<file path="src/rtl/key_dispatch.sv">
// ============================================================================
// key_dispatch
// ----------------------------------------------------------------------------
// Turns a stream of USB HID keyboard report bytes into one stable 8-bit
// keycode per tank, updated once per frame.
//   player 0: W/S/A/D = 1A/16/04/07, fire (Space) = 2C
//   player 1: Up/Down/Left/Right = 52/51/50/4F, fire (Enter) = 28
// A player holding a move key and fire sees the two codes alternate frame by
// frame, fire first. If no report is committed for STALE_FRAMES frame edges,
// every output is forced to 8'h00 and 'stale' is raised.
//
// Optional feature macro: KEY_DISPATCH_FIRE_LATCH_EN
//   defined   - a fire tap committed anywhere inside a frame is held until the
//               next snapshot, so even a sub-frame tap is emitted once.
//   undefined - fire follows only the last committed report.
//
// Parameters
//   MAX_KEYS      key bytes classified per report (1..7); later bytes ignored
//   STALE_FRAMES  frame edges without a commit before outputs are cleared
//
// Ports
//   Clk         in   1  system clock (50 MHz)
//   Reset       in   1  synchronous, active-high reset
//   frame_clk   in   1  ~60 Hz frame clock level, rising edge detected here
//   kb_valid    in   1  kb_byte carries a report byte this cycle
//   kb_byte     in   8  one HID keycode of the current report
//   kb_last     in   1  with kb_valid: this byte ends the report
//   keycode_p0  out  8  player-0 keycode (00/1A/16/04/07/2C)
//   keycode_p1  out  8  player-1 keycode (00/52/51/50/4F/28)
//   stale       out  1  high while the stale counter is saturated
// ============================================================================
module key_dispatch #(
    parameter int MAX_KEYS     = 6,
    parameter int STALE_FRAMES = 30
) (
    input  logic       Clk,
    input  logic       Reset,
    input  logic       frame_clk,
    input  logic       kb_valid,
    input  logic [7:0] kb_byte,
    input  logic       kb_last,
    output logic [7:0] keycode_p0,
    output logic [7:0] keycode_p1,
    output logic       stale
);

    localparam logic [7:0]     KEY_ROLLOVER = 8'h01;
    localparam logic [7:0]     P0_FIRE      = 8'h2C;
    localparam logic [7:0]     P1_FIRE      = 8'h28;
    localparam logic [2:0]     KEY_LIMIT    = 3'(MAX_KEYS);
    localparam int             SCW          = $clog2(STALE_FRAMES + 1);
    localparam logic [SCW-1:0] STALE_MAX    = SCW'(STALE_FRAMES);
    localparam logic [SCW-1:0] STALE_EDGE   = SCW'(STALE_FRAMES - 1);
    localparam logic [SCW-1:0] STALE_ONE    = SCW'(1);

    typedef enum logic [1:0] {
        IDLE  = 2'd0,
        ACCUM = 2'd1,
        ERROR = 2'd2
    } state_t;

    // Player-0 movement code, or 00 if the byte is not a player-0 move key.
    function automatic logic [7:0] p0_move(input logic [7:0] code);
        logic [7:0] r;
        case (code)
            8'h1A, 8'h16, 8'h04, 8'h07: r = code;
            default:                    r = 8'h00;
        endcase
        return r;
    endfunction

    // Player-1 movement code, or 00 if the byte is not a player-1 move key.
    function automatic logic [7:0] p1_move(input logic [7:0] code);
        logic [7:0] r;
        case (code)
            8'h52, 8'h51, 8'h50, 8'h4F: r = code;
            default:                    r = 8'h00;
        endcase
        return r;
    endfunction

    // Frame snapshot for one player: returns {alt_next, keycode}.
    // mv is 00 when no move key is held, so "move only" and "nothing held"
    // share the last branch.
    function automatic logic [8:0] snapshot(input logic       fire,
                                            input logic [7:0] mv,
                                            input logic       alt,
                                            input logic [7:0] fire_code);
        logic [8:0] r;
        if (fire && (mv != 8'h00)) begin
            r = {~alt, (alt ? mv : fire_code)};
        end else if (fire) begin
            r = {1'b0, fire_code};
        end else begin
            r = {1'b0, mv};
        end
        return r;
    endfunction

    state_t         state_r;
    state_t         state_next_s;
    logic           commit_s;
    logic           acc_clear_s;
    logic           acc_update_s;
    logic           rollover_s;
    logic           in_range_s;
    logic           classify_s;

    logic [2:0]     byte_cnt_r;
    logic [7:0]     mv_acc_p0_r,  mv_acc_p1_r;
    logic           fire_acc_p0_r, fire_acc_p1_r;
    logic [7:0]     mv_next_p0_s, mv_next_p1_s;
    logic           fire_next_p0_s, fire_next_p1_s;

    logic [7:0]     pend_mv_p0_r, pend_mv_p1_r;
    logic           pend_fire_p0_r, pend_fire_p1_r;
    logic           eff_fire_p0_s, eff_fire_p1_s;
    logic [SCW-1:0] stale_cnt_r;
    logic           stale_r;

    logic           frame_clk_delayed_r;
    logic           fpulse_r;

    logic           alt_p0_r, alt_p1_r;
    logic [7:0]     out_p0_r, out_p1_r;
    logic [8:0]     snap_p0_s, snap_p1_s;

    assign rollover_s = kb_valid && (kb_byte == KEY_ROLLOVER);
    assign in_range_s = (byte_cnt_r < KEY_LIMIT);
    assign classify_s = (acc_update_s || commit_s) && in_range_s;

    // Merge the current byte into the accumulators; the first move key wins.
    always_comb begin
        mv_next_p0_s   = mv_acc_p0_r;
        mv_next_p1_s   = mv_acc_p1_r;
        fire_next_p0_s = fire_acc_p0_r;
        fire_next_p1_s = fire_acc_p1_r;
        if (classify_s) begin
            mv_next_p0_s   = (mv_acc_p0_r != 8'h00) ? mv_acc_p0_r : p0_move(kb_byte);
            mv_next_p1_s   = (mv_acc_p1_r != 8'h00) ? mv_acc_p1_r : p1_move(kb_byte);
            fire_next_p0_s = fire_acc_p0_r | (kb_byte == P0_FIRE);
            fire_next_p1_s = fire_acc_p1_r | (kb_byte == P1_FIRE);
        end else begin
            mv_next_p0_s   = mv_acc_p0_r;
            mv_next_p1_s   = mv_acc_p1_r;
            fire_next_p0_s = fire_acc_p0_r;
            fire_next_p1_s = fire_acc_p1_r;
        end
    end

    // Accumulator FSM state register.
    always_ff @(posedge Clk) begin
        if (Reset) begin
            state_r <= IDLE;
        end else begin
            state_r <= state_next_s;
        end
    end

    // Accumulator FSM next state. kb_last always returns to IDLE, even from ERROR.
    always_comb begin
        state_next_s = state_r;
        case (state_r)
            IDLE, ACCUM: begin
                if (kb_valid && kb_last) begin
                    state_next_s = IDLE;
                end else if (rollover_s) begin
                    state_next_s = ERROR;
                end else if (kb_valid) begin
                    state_next_s = ACCUM;
                end else begin
                    state_next_s = state_r;
                end
            end
            ERROR: begin
                if (kb_valid && kb_last) begin
                    state_next_s = IDLE;
                end else begin
                    state_next_s = ERROR;
                end
            end
            default: state_next_s = IDLE;
        endcase
    end

    // Accumulator FSM outputs. A rollover byte poisons the whole report, so it
    // never commits even when it carries kb_last; ERROR keeps accumulators clear.
    always_comb begin
        commit_s     = 1'b0;
        acc_clear_s  = 1'b0;
        acc_update_s = 1'b0;
        case (state_r)
            IDLE, ACCUM: begin
                if (rollover_s) begin
                    acc_clear_s = 1'b1;
                end else if (kb_valid && kb_last) begin
                    commit_s    = 1'b1;
                    acc_clear_s = 1'b1;
                end else if (kb_valid) begin
                    acc_update_s = 1'b1;
                end else begin
                    acc_update_s = 1'b0;
                end
            end
            ERROR:   acc_clear_s = 1'b1;
            default: acc_clear_s = 1'b1;
        endcase
    end

    // Per-report accumulators and byte counter (saturates so long reports never wrap).
    always_ff @(posedge Clk) begin
        if (Reset) begin
            byte_cnt_r    <= 3'd0;
            mv_acc_p0_r   <= 8'h00;
            mv_acc_p1_r   <= 8'h00;
            fire_acc_p0_r <= 1'b0;
            fire_acc_p1_r <= 1'b0;
        end else if (acc_clear_s) begin
            byte_cnt_r    <= 3'd0;
            mv_acc_p0_r   <= 8'h00;
            mv_acc_p1_r   <= 8'h00;
            fire_acc_p0_r <= 1'b0;
            fire_acc_p1_r <= 1'b0;
        end else if (acc_update_s) begin
            byte_cnt_r    <= (byte_cnt_r == 3'd7) ? byte_cnt_r : byte_cnt_r + 3'd1;
            mv_acc_p0_r   <= mv_next_p0_s;
            mv_acc_p1_r   <= mv_next_p1_s;
            fire_acc_p0_r <= fire_next_p0_s;
            fire_acc_p1_r <= fire_next_p1_s;
        end else begin
            byte_cnt_r    <= byte_cnt_r;
            mv_acc_p0_r   <= mv_acc_p0_r;
            mv_acc_p1_r   <= mv_acc_p1_r;
            fire_acc_p0_r <= fire_acc_p0_r;
            fire_acc_p1_r <= fire_acc_p1_r;
        end
    end

    // Frame edge detector; fpulse is high for one Clk after a frame_clk rise.
    always_ff @(posedge Clk) begin
        if (Reset) begin
            frame_clk_delayed_r <= 1'b0;
            fpulse_r            <= 1'b0;
        end else begin
            frame_clk_delayed_r <= frame_clk;
            fpulse_r            <= frame_clk & ~frame_clk_delayed_r;
        end
    end

    // Pending keys and stale counter. A commit takes priority over a frame pulse
    // in the same cycle; the snapshot still sees the old pending values.
    always_ff @(posedge Clk) begin
        if (Reset) begin
            pend_mv_p0_r   <= 8'h00;
            pend_mv_p1_r   <= 8'h00;
            pend_fire_p0_r <= 1'b0;
            pend_fire_p1_r <= 1'b0;
            stale_cnt_r    <= '0;
            stale_r        <= 1'b0;
        end else if (commit_s) begin
            pend_mv_p0_r   <= mv_next_p0_s;
            pend_mv_p1_r   <= mv_next_p1_s;
            pend_fire_p0_r <= fire_next_p0_s;
            pend_fire_p1_r <= fire_next_p1_s;
            stale_cnt_r    <= '0;
            stale_r        <= 1'b0;
        end else if (fpulse_r && (stale_cnt_r >= STALE_EDGE)) begin
            pend_mv_p0_r   <= 8'h00;
            pend_mv_p1_r   <= 8'h00;
            pend_fire_p0_r <= 1'b0;
            pend_fire_p1_r <= 1'b0;
            stale_cnt_r    <= STALE_MAX;
            stale_r        <= 1'b1;
        end else if (fpulse_r) begin
            pend_mv_p0_r   <= pend_mv_p0_r;
            pend_mv_p1_r   <= pend_mv_p1_r;
            pend_fire_p0_r <= pend_fire_p0_r;
            pend_fire_p1_r <= pend_fire_p1_r;
            stale_cnt_r    <= stale_cnt_r + STALE_ONE;
            stale_r        <= stale_r;
        end else begin
            pend_mv_p0_r   <= pend_mv_p0_r;
            pend_mv_p1_r   <= pend_mv_p1_r;
            pend_fire_p0_r <= pend_fire_p0_r;
            pend_fire_p1_r <= pend_fire_p1_r;
            stale_cnt_r    <= stale_cnt_r;
            stale_r        <= stale_r;
        end
    end

`ifdef KEY_DISPATCH_FIRE_LATCH_EN
    logic fire_latch_p0_r, fire_latch_p1_r;

    // Sticky fire: set by any committed fire, cleared by a snapshot unless a
    // commit in the same cycle sets it again (that tap belongs to the next frame).
    always_ff @(posedge Clk) begin
        if (Reset) begin
            fire_latch_p0_r <= 1'b0;
            fire_latch_p1_r <= 1'b0;
        end else if (commit_s) begin
            fire_latch_p0_r <= fire_next_p0_s | (fire_latch_p0_r & ~fpulse_r);
            fire_latch_p1_r <= fire_next_p1_s | (fire_latch_p1_r & ~fpulse_r);
        end else if (fpulse_r) begin
            fire_latch_p0_r <= 1'b0;
            fire_latch_p1_r <= 1'b0;
        end else begin
            fire_latch_p0_r <= fire_latch_p0_r;
            fire_latch_p1_r <= fire_latch_p1_r;
        end
    end

    assign eff_fire_p0_s = pend_fire_p0_r | fire_latch_p0_r;
    assign eff_fire_p1_s = pend_fire_p1_r | fire_latch_p1_r;
`else
    assign eff_fire_p0_s = pend_fire_p0_r;
    assign eff_fire_p1_s = pend_fire_p1_r;
`endif

    assign snap_p0_s = snapshot(eff_fire_p0_s, pend_mv_p0_r, alt_p0_r, P0_FIRE);
    assign snap_p1_s = snapshot(eff_fire_p1_s, pend_mv_p1_r, alt_p1_r, P1_FIRE);

    // Output snapshot registers, loaded only on a frame pulse.
    always_ff @(posedge Clk) begin
        if (Reset) begin
            out_p0_r <= 8'h00;
            out_p1_r <= 8'h00;
            alt_p0_r <= 1'b0;
            alt_p1_r <= 1'b0;
        end else if (fpulse_r) begin
            out_p0_r <= snap_p0_s[7:0];
            out_p1_r <= snap_p1_s[7:0];
            alt_p0_r <= snap_p0_s[8];
            alt_p1_r <= snap_p1_s[8];
        end else begin
            out_p0_r <= out_p0_r;
            out_p1_r <= out_p1_r;
            alt_p0_r <= alt_p0_r;
            alt_p1_r <= alt_p1_r;
        end
    end

    assign keycode_p0 = out_p0_r;
    assign keycode_p1 = out_p1_r;
    assign stale      = stale_r;

endmodule

</file>
<file path="config.mk">
export PLATFORM = sky130hd
export DESIGN_NAME = key_dispatch
export DESIGN_NICKNAME = d
export VERILOG_FILES = /design/src/rtl/key_dispatch.sv
export SDC_FILE = /design/constraint.sdc
export NUM_CORES = 1
export LEC_CHECK = 0
export CAP_MARGIN = 20
export CORE_MARGIN = 5
export CORE_UTILIZATION = 40
export DETAILED_ROUTE_END_ITERATION = 10
export PLACE_DENSITY = 0.63
export SYNTH_ARGS = -nofsm -noshare
export SYNTH_HDL_FRONTEND = slang
export SYNTH_SLANG_ARGS = --single-unit
</file>
<file path="constraint.sdc">
create_clock -name Clk -period 4.4 [get_ports Clk]
set_input_delay 1.1 -clock Clk [delete_from_list [all_inputs] [get_ports Clk]]
set_output_delay 1.1 -clock Clk [all_outputs]
set_load 0.02 [all_outputs]
</file>
==> results.ini, run 1 <==
[outcome]
status=finished clean

[detailed_routing]
finalWirelength_um=7160
first_pass_iters=4
vias=2610
wl_per_cell_um=15.1
ant_nets=0
drt_iter0_drc=131
drc=0
via_per_inst=5.51

[sta]
rsz0062_at_grt=no
finalHoldViolCount=0
setup_viol=0
final.min_clock_period_ns=2.79
fin_crit_sh_pct=63.4
max-slew-margin-rel_pct=47.6
slew_viol_final=0
tns_ns=0
hold_ws_ns=0.386
worst_pin_slew_ns=0.781
finClkSkew_ns=0.00552
fin_ws_ns=1.61
fmax_mhz=358

[placed_design]
routabilityCongestion=0.853
port_buffers=29
pre_cts_ws_ns=1.27
hpwlAfterDp_um=5130

[floorplan]
die_h_um=98.6
die_w_um=98.6
ioPinCount=30
initial_core_util_pct=40.8
rows=32
dieArea_sq_um=9720
core_sq_um=7690

[yosys]
yosys.area.top_type=dfxtp_1
synth_edf_count=0
yosysSeqAreaShare_pct=42.7
async_flop_share_pct=0
ys_types=51
syn_area_per_cell_sq_um=9.18
yosys_warnings=0
synth_nets=359
yosysTopAreaCellShare_pct=42.7
ys_ff_latch=67
postSynthCellCount=342
synth_area_sq_um=3140
ys_top_cells_by_area=dfxtp_1, a21oi_1, nor2_1, nand2b_1, o211ai_1
synth_ff_type=dfxtp_1

[min_path]
hold_class=reg -> reg

[setup_path]
cpMaxStageDelayCell=clkdlybuf4s50_1
r2r_start=stale_cnt_r[1]$_SDFFE_PP0P_
endpoint=pend_mv_p1_r[6]$_SDFFE_PP0P_
crit_required_ns=4.66
crit_type=in -> reg
reg2reg_setup_slack_ns=2.33
cp_max_fo=8
start_kind=input port
r2r_cells=6
reg2reg_to=pend_mv_p1_r[1]$_SDFFE_PP0P_
crit_chain=clkdlybuf4s50_1 > inv_1 > o32ai_4 > nand3_2 > a311oi_1
crit_arrival_ns=3.05
cp-startpoint=kb_byte[3]
max_stage_delay_ns=0.74
critical_path.endpoint_type=flop

[global_route]
grt_pass1_wl_um=12100
grt_max_degree=43
overflow=0
grt_usage_pct=15.2
first_global_vias=2392
antenna_found_initial=0

[clocking]
hold_buffers=0
clock-sinks=67
post_cts_buffers=0
clk_transition_reported_paths_ns=0.08
cts.path.max_buffers=2
htree_levels=3
cts_tree=done
numCtsBuffers=9
worst_skew_pair.late_latency_ns=0.34
cts_root_buffer=clkbuf_8
cts-resized-gates=0

[power_and_ir_drop]
power.switching_mw=0.324
swShare_pct=25.7
p_leak_nw=1.18
power_density_nw_per_um2=340
ir_drop_uv=183
clkPwrFrac_pct=41.4
combPwrFrac_pct=9.2
p_seq_share_pct=49.4
internal_power_mw=0.935

[final_layout]
num-nets-final=384
layout_commonest_cell=dfxtp_1
antenna_cells=0
final_cell_mix=dfxtp_1, a21oi_1, nor2_1
syn2layout_area_growth_pct=18.1
layout-drive-gt1-share_pct=11.6

[job]
cap_violations=0

[how the worst min path moves through the flow]
stage                                        start                   to  depth (start not counted)
finish              frame_clk_delayed_r$_SDFF_PP0_  fpulse_r$_SDFF_PP0_                          1
global route        frame_clk_delayed_r$_SDFF_PP0_  fpulse_r$_SDFF_PP0_                          1
CTS                 frame_clk_delayed_r$_SDFF_PP0_  fpulse_r$_SDFF_PP0_                          1
detailed placement  frame_clk_delayed_r$_SDFF_PP0_  fpulse_r$_SDFF_PP0_                          1
global placement    frame_clk_delayed_r$_SDFF_PP0_  fpulse_r$_SDFF_PP0_                          1
floorplan           frame_clk_delayed_r$_SDFF_PP0_  fpulse_r$_SDFF_PP0_                          1
[kinds of logic (layout without fill, tap and decap cells)]
logic type / Yosys count / in the layout / share of synthesized area (%)
AOI/OAI and AO/OA: 108 / 108 / 24.7
and+or+nand+nor: 113 / 113 / 23.4
buffers and inverters: 44 / 74 / 5.70
adders and majority gates: 4 / 4 / 1.59
muxes: 4 / 4 / 1.32
xor gates and xnor gates: 2 / 2 / 0.558
DFF: 67 / 67 / 42.7
[per-stage QoR]
stage,power [mW],instance area [sq um],utilization (%),cells
final,1.26,3710,48.2,474
after global routing,1.31,3710,48.2,474
after CTS,1.27,3710,48.2,474
after detailed placement,0.752,3510,45.6,458
after global placement,0.750,3510,45.6,458
after floorplan,0.711,3140,-,342
[state kept, by name, indices dropped and copies added, names as in the netlist, 2 cells and up]
register and cells:
keycode_p1 8, state_r 2, mv_acc_p1_r 8, mv_acc_p0_r 8, pend_mv_p1_r 8, keycode_p0 8
byte_cnt_r 3, stale_cnt_r 5, pend_mv_p0_r 8
[synth_stat cells (all sizes together), types with 5 or more instances]
library cell and n:
buf 10, nand2b 17, o211ai 14, o31ai 7, nor4 14, nand3b 5, nor3 8, dfxtp 67
nand4 8, o21ai 5, nor2 30, o21a 5, a32oi 6, a211oi 11, a21oi 40, inv 24
nand2 6, clkbuf 10, nand3 13
[layer usage]
metal / wire length (um) / global-route usage [%]
met2: 3170 / 22.8
met4: 126 / 6.30
met1: 3610 / 21.3
met5: 0 / 0
met3: 251 / 3.04
[critical path, delay by kind of cell]
family	cells	cell delay (ns)
buffers and inverters	2	0.98
AND/OR/NAND/NOR	1	0.20
AO/OA/AOI/OAI	2	0.76
[power by group through the flow]
stage | Sequential (mW) | Combinational (mW) | Clock, mW
after CTS | 0.622 | 0.116 | 0.536
final | 0.622 | 0.116 | 0.521
after floorplan | 0.639 | 0.0724 | 0
after global routing | 0.623 | 0.127 | 0.559
after global placement | 0.636 | 0.114 | 0
after detailed placement | 0.636 | 0.115 | 0
[cell type report]
| type | count | area [sq um] |
|---|---|---|
| Clock buffer | 10 | 138 |
| Clock inverter | 6 | 63.8 |
| Fill cell | 781 | 3980 |
| Inverter | 24 | 90.1 |
| Multi-Input combinational cell | 231 | 1620 |
| Sequential cell | 67 | 1340 |
| Tap cell | 102 | 128 |
| Timing Repair Buffer | 34 | 328 |
Power figures use the tool's default switching activity.
==> run 2: changes to the inputs <==
- clock period: 4.4 -> 2.75 ns (I/O delays scaled with it)
==> run 2 against run 1 <==
Effect of this change:
- hold slack got worse by 0.00066 ns
- clock skew up 0.0028 ns
- largest cell class unchanged
- via count rose by 2.1%
- combinational power grew 75%
- global-route usage increased by 0.32 points
- critical path depth rose by 1
- sequential cell count is the same
- sequential share of layout area is 1.0 points lower
- die area did not move
- highest routed layer unchanged
- cell count grew 3.0%
==> results.ini, run 2 (synthesis results as in run 1) <==
[final_layout]
fin_area_sq_um=3810  ; +2.9%
nFillCells=763  ; -2.3%
multi_input_area_sq_um=1620  ; unchanged
num-nets-final=398  ; +3.6%
syn2layout_area_growth_pct=21.5
seqCellArea_sq_um=1340  ; unchanged
final_cell_mix=dfxtp_1, a21oi_1, nor2_1
final-instance-count-excl-fill=488  ; +3.0%
antenna_cells=0  ; unchanged
layout_commonest_cell=dfxtp_1
layout-drive-gt1-share_pct=14.8  ; +3.2 points

[setup_path]
max_stage_delay_ns=0.56  ; -0.18 ns
start_kind=input port
crit_chain=clkdlybuf4s50_1 > nor4_2 > a21oi_1 > o21ai_1 > buf_12 > o41ai_2
critical_path.endpoint_type=flop
crit_arrival_ns=2.52  ; -0.53 ns
crit_family=buffers and inverters
cp_num_buf_inv=2  ; unchanged
crit_required_ns=2.97  ; -1.69 ns
cpMaxStageDelayCell=clkdlybuf4s50_1
crit_type=in -> reg
cp_max_fo=19  ; +11

[floorplan]
die_h_um=98.6  ; unchanged
die_w_um=98.6  ; unchanged
core_sq_um=7690  ; unchanged
initial_core_util_pct=40.8  ; unchanged
dieArea_sq_um=9720  ; unchanged
ioPinCount=30  ; unchanged
rows=32  ; unchanged

[clocking]
post_cts_buffers=0  ; unchanged
cts-resized-gates=0  ; unchanged
cts_tree=done
cts.path.max_buffers=2  ; unchanged
numCtsBuffers=9  ; unchanged
hold_buffers=0  ; unchanged
htree_levels=3  ; unchanged
cts_root_buffer=clkbuf_8
clock-sinks=67  ; unchanged
clk_transition_reported_paths_ns=0.08  ; about the same
worst_skew_pair.late_latency_ns=0.34  ; about the same

[detailed_routing]
drt_iter0_drc=93  ; -29%
finalWirelength_um=7240  ; +1.0%
drc=0  ; unchanged
via_per_inst=5.46  ; -0.82%
first_pass_iters=4  ; unchanged
wl_per_cell_um=14.8  ; -1.9%
vias=2665  ; +2.1%
ant_nets=0  ; unchanged

[sta]
fin_ws_ns=0.453  ; -1.16 ns
fin_crit_sh_pct=83.5
slew_viol_final=0  ; unchanged
tns_ns=0  ; unchanged
finalHoldViolCount=0  ; unchanged
rsz0062_at_grt=no
worst_pin_slew_ns=0.882  ; +0.101 ns
setup_viol=0  ; unchanged
max-slew-margin-rel_pct=40.9  ; -6.8 points
final.min_clock_period_ns=2.30
fmax_mhz=435
finClkSkew_ns=0.00835  ; +0.00283 ns

[global_route]
grt_pass1_wl_um=12600  ; +3.5%
grt_usage_pct=15.5  ; +0.32 points
antenna_found_initial=0  ; unchanged
overflow=0  ; unchanged
first_global_vias=2633  ; +10%
grt_max_degree=40  ; -7.0%

[power_and_ir_drop]
combPwrFrac_pct=10.1  ; +0.9 points
p_seq_share_pct=49.6  ; +0.2 points
power_density_nw_per_um2=526  ; +55%
p_leak_nw=1.26  ; +6.6%
ir_drop_uv=259  ; +41%
totalPowerFinal_mw=2.01  ; +59%
clkPwrFrac_pct=40.3  ; -1.1 points
power.switching_mw=0.521  ; +61%
internal_power_mw=1.49  ; +59%
swShare_pct=26.0  ; +0.26 points

[placed_design]
placed_area_sq_um=3620  ; +3.4%
dpl.cell_count=472  ; +3.1%
pre_cts_ws_ns=0.109  ; -1.16 ns
routabilityCongestion=0.894  ; +4.9%
hpwlAfterDp_um=5410  ; +5.4%
port_buffers=29  ; unchanged

[job]
cap_violations=0  ; unchanged

[outcome]
status=finished clean

[min_path]
hold_class=reg -> reg

## run 2: changes by cell type in the layout (fill, tap and decap cells not counted)
| cell | delta |
|---|---|
| buf_12 | +1 |
| clkinv_4 | +1 |
| clkbuf_8 | -1 |
| clkinvlp_4 | -2 |
| buf_4 | +13 |
| clkinv_2 | +2 |
## run 2: area by class of cell
type                       count  share of cell area, %
clock buffer                   9                   3.25
clock inverter                 7                   1.77
inverter                      24                   2.36
multi-input combinational    231                   42.4
sequential                    67                   35.2
tap                          102                   3.35
timing repair buffer          48                   11.7
## run 2: power by group through the flow
stage | registers (mW) | clock network, mW | logic (mW)
after CTS | 0.995 | 0.823 | 0.204
final | 0.996 | 0.808 | 0.203
after global placement | 1.02 | 0 | 0.200
after global routing | 0.997 | 0.867 | 0.222
after floorplan | 1.02 | 0 | 0.116
after detailed placement | 1.02 | 0 | 0.203
## run 2: metrics by stage
step / utilization, % / hold slack [ns]
2_1_floorplan: - / 0.367
3_3_place_gp: 47.1 / 0.372
3_5_place_dp: 47.1 / 0.377
4_1_cts: 49.6 / 0.388
5_1_grt: 49.6 / 0.402
6_report: 49.6 / 0.386
## run 2: metal layers
metal | part of all wire (%) | GRT usage (%) | vias up
met5 | 0 | 0 | -
met4 | 1.4 | 5.99 | 0
met3 | 3.9 | 2.90 | 7
met2 | 45 | 24.0 | 55
met1 | 50 | 21.5 | 1248
li1 | - | - | 1355
## run 2: worst register-to-register path, cell delays in order (launching register included)
cell      delay (ns)
dfxtp_1         0.44
inv_1           0.08
ha_1            0.20
o311a_1         0.36
nand3_1         0.36
a21oi_1         0.14
a311oi_1        0.26
## run 2: path summary, 6_finish.rpt
kind | from | endpoint | slack, ns | depth (start not counted)
worst max register to register | stale_cnt_r[1]$_SDFFE_PP0P_ | pend_mv_p0_r[4]$_SDFFE_PP0P_ | 0.82 | 6
worst min register to register | frame_clk_delayed_r$_SDFF_PP0_ | fpulse_r$_SDFF_PP0_ | 0.39 | 1
worst max-delay path | kb_byte[7] | mv_acc_p0_r[1]$_SDFFE_PP0P_ | 0.45 | 6
worst min-delay path | frame_clk_delayed_r$_SDFF_PP0_ | fpulse_r$_SDFF_PP0_ | 0.39 | 1
